--- src/rtl/fft_butterfly_pipe_if.sv ---
// Butterfly stream interface: one beat carries E, O, W and the inverse flag; results return on the same bundle.
interface fft_butterfly_pipe_if #(
    parameter int SAMPLE_W  = 16,
    parameter int TWIDDLE_W = 16
);
    logic                        in_valid;
    logic                        in_ready;
    logic                        inverse;
    logic signed [SAMPLE_W-1:0]  even_re;
    logic signed [SAMPLE_W-1:0]  even_im;
    logic signed [SAMPLE_W-1:0]  odd_re;
    logic signed [SAMPLE_W-1:0]  odd_im;
    logic signed [TWIDDLE_W-1:0] tw_re;
    logic signed [TWIDDLE_W-1:0] tw_im;
    logic                        out_valid;
    logic                        out_ready;
    logic signed [SAMPLE_W-1:0]  sum_re;
    logic signed [SAMPLE_W-1:0]  sum_im;
    logic signed [SAMPLE_W-1:0]  diff_re;
    logic signed [SAMPLE_W-1:0]  diff_im;
    logic                        ovf;
    logic                        ovf_clr;

    modport slave (
        input  in_valid, inverse, even_re, even_im, odd_re, odd_im, tw_re, tw_im,
        input  out_ready, ovf_clr,
        output in_ready, out_valid, sum_re, sum_im, diff_re, diff_im, ovf
    );

    modport master (
        output in_valid, inverse, even_re, even_im, odd_re, odd_im, tw_re, tw_im,
        output out_ready, ovf_clr,
        input  in_ready, out_valid, sum_re, sum_im, diff_re, diff_im, ovf
    );
endinterface

--- src/rtl/fft_butterfly_pipe.sv ---
// Radix-2 DIT butterfly X = E + W*O, Y = E - W*O with rounding, scaling and saturation.
// Latency 3 cycles accept-to-out_valid; one beat per cycle when unstalled.
// Backpressure: a held result (out_valid & ~out_ready) freezes every stage and drops in_ready.
module fft_butterfly_pipe #(
    parameter int SAMPLE_W    = 16,
    parameter int TWIDDLE_W   = 16,
    parameter int SCALE_SHIFT = 1
) (
    input logic                 clk,
    input logic                 rst,
    fft_butterfly_pipe_if.slave bus
);
    localparam int PW = SAMPLE_W + TWIDDLE_W;
    localparam int AW = SAMPLE_W + 2;

    localparam logic signed [TWIDDLE_W-1:0] TW_MIN = {1'b1, {(TWIDDLE_W-1){1'b0}}};
    localparam logic signed [TWIDDLE_W-1:0] TW_MAX = ~TW_MIN;
    localparam logic signed [PW:0]          RND_Q  = (PW+1)'(1) <<< (TWIDDLE_W-2);
    localparam logic signed [AW-1:0]        RND_S  = AW'((1 << SCALE_SHIFT) >> 1);
    localparam logic signed [AW-1:0]        S_MAX  = {3'b000, {(SAMPLE_W-1){1'b1}}};
    localparam logic signed [AW-1:0]        S_MIN  = {3'b111, {(SAMPLE_W-1){1'b0}}};

    typedef struct packed {
        logic signed [SAMPLE_W-1:0]  e_re, e_im, o_re, o_im;
        logic signed [TWIDDLE_W-1:0] w_re, w_im;
    } s1_t;

    typedef struct packed {
        logic signed [SAMPLE_W-1:0] e_re, e_im;
        logic signed [PW-1:0]       rr, ii, ri, ir;
    } s2_t;

    s1_t s1_q, s1_d;
    s2_t s2_q, s2_d;
    logic s1_vld, s2_vld, s3_vld;
    logic adv;
    logic ovf_q;
    logic [3:0][SAMPLE_W-1:0] out_q;

    logic signed [PW:0]         p_re, p_im;
    logic signed [AW-1:0]       q_re, q_im, e_re_x, e_im_x;
    logic signed [AW-1:0]       lane [4];
    logic signed [AW-1:0]       lane_sc [4];
    logic [3:0][SAMPLE_W-1:0]   lane_sat;
    logic [3:0]                 clip;

    assign adv          = bus.out_ready | ~s3_vld;
    assign bus.in_ready = adv;
    assign bus.out_valid = s3_vld;
    assign bus.sum_re   = out_q[0];
    assign bus.sum_im   = out_q[1];
    assign bus.diff_re  = out_q[2];
    assign bus.diff_im  = out_q[3];
    assign bus.ovf      = ovf_q;

    // Conjugating W for the inverse transform; -1.0 has no positive twin, so it clips to +max.
    always_comb begin
        s1_d.e_re = bus.even_re;
        s1_d.e_im = bus.even_im;
        s1_d.o_re = bus.odd_re;
        s1_d.o_im = bus.odd_im;
        s1_d.w_re = bus.tw_re;
        s1_d.w_im = bus.tw_im;
        if (bus.inverse) s1_d.w_im = (bus.tw_im == TW_MIN) ? TW_MAX : -bus.tw_im;
    end

    always_comb begin
        s2_d.e_re = s1_q.e_re;
        s2_d.e_im = s1_q.e_im;
        s2_d.rr   = PW'($signed(s1_q.o_re)) * PW'($signed(s1_q.w_re));
        s2_d.ii   = PW'($signed(s1_q.o_im)) * PW'($signed(s1_q.w_im));
        s2_d.ri   = PW'($signed(s1_q.o_re)) * PW'($signed(s1_q.w_im));
        s2_d.ir   = PW'($signed(s1_q.o_im)) * PW'($signed(s1_q.w_re));
    end

    always_comb begin
        p_re   = $signed({s2_q.rr[PW-1], s2_q.rr}) - $signed({s2_q.ii[PW-1], s2_q.ii});
        p_im   = $signed({s2_q.ri[PW-1], s2_q.ri}) + $signed({s2_q.ir[PW-1], s2_q.ir});
        q_re   = AW'((p_re + RND_Q) >>> (TWIDDLE_W-1));
        q_im   = AW'((p_im + RND_Q) >>> (TWIDDLE_W-1));
        e_re_x = {{2{s2_q.e_re[SAMPLE_W-1]}}, s2_q.e_re};
        e_im_x = {{2{s2_q.e_im[SAMPLE_W-1]}}, s2_q.e_im};
        lane[0] = e_re_x + q_re;
        lane[1] = e_im_x + q_im;
        lane[2] = e_re_x - q_re;
        lane[3] = e_im_x - q_im;
        lane_sat = '0;
        clip     = '0;
        for (int k = 0; k < 4; k++) begin
            lane_sc[k] = (lane[k] + RND_S) >>> SCALE_SHIFT;
            if (lane_sc[k] > S_MAX) begin
                lane_sat[k] = S_MAX[SAMPLE_W-1:0];
                clip[k]     = 1'b1;
            end else if (lane_sc[k] < S_MIN) begin
                lane_sat[k] = S_MIN[SAMPLE_W-1:0];
                clip[k]     = 1'b1;
            end else begin
                lane_sat[k] = lane_sc[k][SAMPLE_W-1:0];
            end
        end
    end

    always_ff @(posedge clk) begin
        if (rst) begin
            s1_vld <= 1'b0;
            s2_vld <= 1'b0;
            s3_vld <= 1'b0;
            s1_q   <= '0;
            s2_q   <= '0;
            out_q  <= '0;
            ovf_q  <= 1'b0;
        end else begin
            if (adv) begin
                s1_vld <= bus.in_valid;
                s2_vld <= s1_vld;
                s3_vld <= s2_vld;
                s1_q   <= s1_d;
                s2_q   <= s2_d;
                if (s2_vld) out_q <= lane_sat;
            end
            // Clear wins over a saturation landing in the same cycle.
            if (bus.ovf_clr)                    ovf_q <= 1'b0;
            else if (adv && s2_vld && |clip)    ovf_q <= 1'b1;
        end
    end
endmodule

--- src/flat_wrapper.sv ---
// flat-port wrapper written by rule: the top's interface ports become plain ports
module fft_butterfly_pipe_flat 
#(
    parameter int SAMPLE_W    = 16,
    parameter int TWIDDLE_W   = 16,
    parameter int SCALE_SHIFT = 1
)
  (clk, rst, bus_in_valid, bus_inverse, bus_even_re, bus_even_im, bus_odd_re, bus_odd_im, bus_tw_re, bus_tw_im, bus_out_ready, bus_ovf_clr, bus_in_ready, bus_out_valid, bus_sum_re, bus_sum_im, bus_diff_re, bus_diff_im, bus_ovf);
  fft_butterfly_pipe_if #(.SAMPLE_W(SAMPLE_W), .TWIDDLE_W(TWIDDLE_W)) bus_i ();
  input logic clk;
  input logic rst;
  input wire logic [$bits(bus_i.in_valid)-1:0] bus_in_valid;
  input wire logic [$bits(bus_i.inverse)-1:0] bus_inverse;
  input wire logic [$bits(bus_i.even_re)-1:0] bus_even_re;
  input wire logic [$bits(bus_i.even_im)-1:0] bus_even_im;
  input wire logic [$bits(bus_i.odd_re)-1:0] bus_odd_re;
  input wire logic [$bits(bus_i.odd_im)-1:0] bus_odd_im;
  input wire logic [$bits(bus_i.tw_re)-1:0] bus_tw_re;
  input wire logic [$bits(bus_i.tw_im)-1:0] bus_tw_im;
  input wire logic [$bits(bus_i.out_ready)-1:0] bus_out_ready;
  input wire logic [$bits(bus_i.ovf_clr)-1:0] bus_ovf_clr;
  output wire logic [$bits(bus_i.in_ready)-1:0] bus_in_ready;
  output wire logic [$bits(bus_i.out_valid)-1:0] bus_out_valid;
  output wire logic [$bits(bus_i.sum_re)-1:0] bus_sum_re;
  output wire logic [$bits(bus_i.sum_im)-1:0] bus_sum_im;
  output wire logic [$bits(bus_i.diff_re)-1:0] bus_diff_re;
  output wire logic [$bits(bus_i.diff_im)-1:0] bus_diff_im;
  output wire logic [$bits(bus_i.ovf)-1:0] bus_ovf;
  assign bus_i.in_valid = bus_in_valid;
  assign bus_i.inverse = bus_inverse;
  assign bus_i.even_re = bus_even_re;
  assign bus_i.even_im = bus_even_im;
  assign bus_i.odd_re = bus_odd_re;
  assign bus_i.odd_im = bus_odd_im;
  assign bus_i.tw_re = bus_tw_re;
  assign bus_i.tw_im = bus_tw_im;
  assign bus_i.out_ready = bus_out_ready;
  assign bus_i.ovf_clr = bus_ovf_clr;
  assign bus_in_ready = bus_i.in_ready;
  assign bus_out_valid = bus_i.out_valid;
  assign bus_sum_re = bus_i.sum_re;
  assign bus_sum_im = bus_i.sum_im;
  assign bus_diff_re = bus_i.diff_re;
  assign bus_diff_im = bus_i.diff_im;
  assign bus_ovf = bus_i.ovf;
  fft_butterfly_pipe #(.SAMPLE_W(SAMPLE_W), .TWIDDLE_W(TWIDDLE_W), .SCALE_SHIFT(SCALE_SHIFT)) u_core (.clk(clk), .rst(rst), .bus(bus_i));
endmodule
--- config.mk ---
export PLATFORM = sky130hd
export DESIGN_NAME = fft_butterfly_pipe_flat
export DESIGN_NICKNAME = d
export VERILOG_FILES = /design/src/rtl/fft_butterfly_pipe_if.sv /design/src/rtl/fft_butterfly_pipe.sv /design/src/flat_wrapper.sv
export SDC_FILE = /design/constraint.sdc
export NUM_CORES = 2
export LEC_CHECK = 0
export ABC_AREA = 1
export BUFFER_PORTS_ARGS = -buffer_cell sky130_fd_sc_hd__buf_4
export CORE_ASPECT_RATIO = 0.5
export CORE_MARGIN = 4
export CORE_UTILIZATION = 45
export DETAILED_ROUTE_END_ITERATION = 10
export GPL_ROUTABILITY_DRIVEN = 0
export GPL_TIMING_DRIVEN = 1
export SYNTH_ARGS = -nofsm -noshare
export SYNTH_HDL_FRONTEND = slang
export SYNTH_SLANG_ARGS = --single-unit
--- constraint.sdc ---
create_clock -name clk -period 6.63 [get_ports clk]
set_input_delay 0.3315 -clock clk [delete_from_list [all_inputs] [get_ports clk]]
set_output_delay 0.3315 -clock clk [all_outputs]
set_load 0.01 [all_outputs]
* Word level (Yosys, flattened, before mapping) *
Index checks and enable logic that the tools add are counted.

operators by class
  add/sub/neg operators = 13
  multipliers = 4
  $lt $le $gt $ge = 8
  equal/unequal tests = 1
  mux-type cells = 18
  bitwise gates (word level) = 2
  reduce and logical (&&, ||, !) cells = 5

operator list
  kind                      number
  $mux W16                  10
  $mul A16 B16 Y32          4
  $add A18 B2 Y18 const B   4
  $gt A17 B16 Y1 const B    4
  $lt A17 B16 Y1 const B    4
  $add A33 B16 Y33 const B  2
  $add A16 B18 Y18          2
  $sub A16 B18 Y18          2
  $add A32 B32 Y33          1
  $sub A32 B32 Y33          1
  $eq A16 B16 Y1 const B    1
  $neg A16 Y16              1
  $mux W1                   8
  $reduce_or A4 Y1          1
  $logic_and A1 B1 Y1       2
  $reduce_and A2 Y1         1
  $reduce_or A2 Y1          1
  $not A1 Y1                1
  $or A1 B1 Y1              1

word-level totals
  bits in registers = 324
  bits of input ports = 102
  output and inout port bits = 67
  logic and storage cells = 71

* Depth between registers and ports, before layout *
  depth in word-level cells = 9
  mapped depth = 35

* Worst setup path after synthesis *
OpenSTA, ideal clock, no wires.

  path kind = register -> register
  from = register u_core.s1_q[63] (netlist name)
  to = register u_core.s2_q[125] (netlist name)
  setup time = 0.057 ns
  arrival = 5.798 ns
  data required time = 6.573 ns
  slack = 0.775 ns
  cell stages (with the launch flop) = 25
  clock period less this slack = 5.855 ns
  cells stage by stage = dfxtp_1 clkbuf_1 clkbuf_1 nand2_1 inv_1 fa_1 fa_1 inv_1 fa_1 fa_1 fa_1 fa_1 inv_1 ha_1 nand2_1 nor3_1 nand3_1 nand3_1 nand3_1 nand2_1 a31oi_1 xor2_1 o21ai_0 nand2_1 inv_1

between the ends
  longest elaborated chain between the ends = 1

RTL lines
  what                    RTL line                   text
  from (decl)             fft_butterfly_pipe.sv:33   s1_t s1_q, s1_d;
  from (signal assigned)  fft_butterfly_pipe.sv:108  s1_q <= '0;
  from (signal assigned)  fft_butterfly_pipe.sv:117  s1_q <= s1_d;
  $mul A16 B16 Y32        fft_butterfly_pipe.sv:70   s2_d.rr = PW'($signed(s1_q.o_re)) * PW'($signed(s1_q.w_re));
  to (signal assigned)    fft_butterfly_pipe.sv:109  s2_q <= '0;
  to (signal assigned)    fft_butterfly_pipe.sv:118  s2_q <= s2_d;
  to (decl)               fft_butterfly_pipe.sv:34   s2_t s2_q, s2_d;

Every way passes these cells.
A chain may end at the register's enable or synchronous reset.

* Worst setup path after layout *
  from = register u_core.s1_q[62] (netlist name)
  to = register u_core.s2_q[122] (netlist name)

The elaborated chain is that of the path after synthesis.

==> impl_metrics.yaml <==
status:
  status: "finished, final reports clean"
worst_setup_path:
  cp_cell_sequence: "buf_12, nand2_1, fa_1, inv_1, fa_1, inv_1, fa_1, fa_1, fa_1, inv_1, fa_1, ha_1, a21oi_1, o21ai_0, a21o_1, a21oi_1, nor2_1, nor2_1, o21bai_1, nand2_1, a21o_1, nand3_1, o211ai_1, inv_1"
  worst_path_most_repeated_cell: "fa_1"
  cpPeakStageDelay_ns: 0.54
  crit_type: "flip-flop to flip-flop"
  critPathSlowestCell: "dfxtp_1"
  rrSetupSlack_ns: 0.33
  critPathLaunchType: "flip-flop"
  worst_ep_required_time_ns: 7.13
  crit_arrival_ns: 6.80
  critical_path.endpoint_type: "flip-flop"
  path_max_fanout: 17
global_route:
  grt.met3_usage: 0.0496
  grt_usage: 0.258
  overflow: 0
  use_met2: 0.387
  grt_pass1_wl_mm: 280
  grt_max_degree: 159
  grt_busiest_layer: "met1"
  use_met1: 0.394
  grt_pass1_vias: 48350
  antenna_found_initial: 5
layout:
  syn2layout_area_growth_pct: 9.87
  nFillCells: 12704
  fin_nets: 9369
  final_layout_size_suffix_gt1_frac: 0.0645
synthesis:
  synth_cells: 7574
  ys_seq_elements: 324
  synth_fp_nets: 9279
  synth_top_area_share: 0.356
  synth_top_area_cell: "fa_1"
  ys_seq_area_frac: 0.110
  synth-edff-count: 0
  synthTopCellsByCount: "inv_1, nand2_1, fa_1"
  synth_cell_types: 53
  synth_warnings: 0
  synth_area_per_cell_um2: 7.81
  ys.flop_type: "dfxtp_1"
  syn_area_mm2: 0.0592
  ys_async_sr_fraction: 0
  synth_area_leaders: "fa_1, inv_1, ha_1"
  yosysMostFrequentCell: "inv_1"
sta:
  finalHoldViolations: 0
  relSlewSlack: 0.368
  setup_viol: 0
  tightest_slew_ns: 0.948
  slew_violations: 0
  finalClockSkew_ns: 0.0288
  fin_crit_ns: 6.30
  setup-tns-final_ns: 0
  timing.final.crit_share: 0.950
  max_freq_mhz: 159
detailed_routing:
  wl_per_cell_um: 18.5
  vias_per_cell: 5.02
  wl_mm: 175
  drt_iter0_markers: 3860
  drc_errors: 0
  vias: 47478
  firstDrtPassIters: 6
  ant_nets: 0
clocking:
  cts_tree: "yes"
  postCtsSetupBuffers: 0
  clkTransAtPathRegs_ns: 0.07
  cts_buffers: 38
  htree_levels: 2
  cts_sinks: 324
  cts_root_buffer: "clkbuf_16"
  clk_latency_ns: 0.63
  cts_buffer_depth: 3
pwr:
  power_leakage_nw: 34.7
  power_mw: 25.9
  peakVddDrop_uv: 297
  power_density_mw_per_mm2: 398
flow_run:
  maxCapViolCount: 0
floorplanning:
  placementRows: 93
  initial_core_util: 0.457
  core_mm2: 0.130
  die_h_um: 264
  ios: 169
  fp.dieW_um: 521
  dieArea_mm2: 0.138
worst_hold_path:
  min_path_type: "input port to flip-flop"
place:
  io_buffers: 168
  dp_hpwl_mm: 143
layout by cell type, fill, tap and decap left out, types with 5 or more instances in the layout:
cell type,n
nor2_1,353
dfxtp_1,320
dlygate4sd3_1,54
buf_4,287
o21ai_1,12
bufinv_16,5
o21ai_0,374
o21bai_1,65
o211ai_1,57
a21oi_1,345
nand2_1,1531
a211oi_1,5
buf_12,43
a21o_1,36
or2_2,14
o21ai_2,5
inv_2,5
nand2_2,11
a21boi_0,5
o21a_1,7
a21oi_2,34
o31ai_1,6
nand3_1,120
ha_1,551
clkbuf_8,5
or2_1,6
a31oi_1,27
clkbuf_16,38
a31o_2,5
clkinv_2,8
nor4_1,10
xor2_1,127
nand3_2,7
xnor2_1,74
nand4_1,22
fa_1,1051
inv_1,1963
nor3_1,43
o221ai_1,13
flip-flops by register name (all words and copies together), names as in the netlist:
register	flops
u_core.e_im_x	16
u_core.bus.out_valid	1
u_core.bus.sum_im	16
u_core.s2_q	128
u_core.bus.diff_re	16
u_core.s1_vld	1
u_core.bus.diff_im	16
u_core.bus.sum_re	16
u_core.e_re_x	16
u_core.s2_vld	1
u_core.bus.ovf	1
u_core.s1_q	96
through the flow:
step	hold slack [ns]	instances	cell area (um2)	util	setup WS [ns]
final	0.0260	9453	65000	0.502	0.331
after global routing	0.0272	9450	65000	0.502	-0.000617
after CTS	0.000179	9449	65000	0.501	0.334
after detailed placement	0.445	9327	63100	0.487	0.400
after global placement	0.435	9327	63100	0.487	0.388
after floorplan	0.435	7574	59200	-	0.775
final timing paths:
| check | start | end | cells after the start |
|---|---|---|---|
| worst max-delay path | u_core.s1_q[62]$_SDFFE_PP0N_ | u_core.s2_q[122]$_SDFFE_PP0N_ | 24 |
| worst min-delay path | bus_odd_im[10] | u_core.s1_q[42]$_SDFFE_PP0N_ | 3 |
| worst max register to register | u_core.s1_q[62]$_SDFFE_PP0N_ | u_core.s2_q[122]$_SDFFE_PP0N_ | 24 |
| worst min register to register | u_core.bus.ovf$_SDFFE_PP0P_ | u_core.bus.ovf$_SDFFE_PP0P_ | 2 |
power by group:
part	internal, mW	total (mW)	switching [mW]
registers	2.37	2.72	0.348
logic	7.39	20.8	13.4
clock network	1.32	2.35	1.03
worst max-delay path: cells and delay by family (launching register included):
| family | cells | cell delay (ns) |
|---|---|---|
| adder cells (fa/ha/maj) | 7 | 3.44 |
| AO/OA/AOI/OAI | 7 | 1.17 |
| flip-flops | 1 | 0.54 |
| AND/OR/NAND/NOR | 5 | 0.54 |
| buffers and inverters | 5 | 0.48 |
cells by family (layout without fill, tap and decap cells):
kind of cell / Yosys count / in the layout / synth area share
buffers and inverters: 2306 / 2424 / 0.147
AND/OR/NAND/NOR: 2131 / 2131 / 0.143
adder cells (fa/ha/maj): 1603 / 1603 / 0.472
AO/OA/AOI/OAI: 1009 / 1009 / 0.0980
flip-flops: 324 / 324 / 0.110
XOR/XNOR: 201 / 201 / 0.0297
other: 0 / 4 / 0
metal layers:
layer | share of wire | wire length, um
met2 | 0.42 | 73500
met3 | 0.088 | 15500
met4 | 0.015 | 2600
met5 | 0.000051 | 9
met1 | 0.48 | 83500
layout make-up:
class                           instances  area (um2)  area share
Inverter                             1971        7410       0.114
Clock inverter                         21         290     0.00446
Antenna cell                            4        10.0    0.000154
Multi-Input combinational cell       4944       44000       0.677
Tap cell                             1757        2200      0.0338
Sequential cell                       324        6490      0.0998
Timing Repair Buffer                  385        3570      0.0549
Clock buffer                           47        1030      0.0159
timing repair:
action                                  4_1_cts  5_1_grt
hold endpoints to repair                     54        0
endpoints found under the setup margin        0        7
hold buffers                                 54        0
resized for setup                             0        8
(Power assumes the default switching activity.)
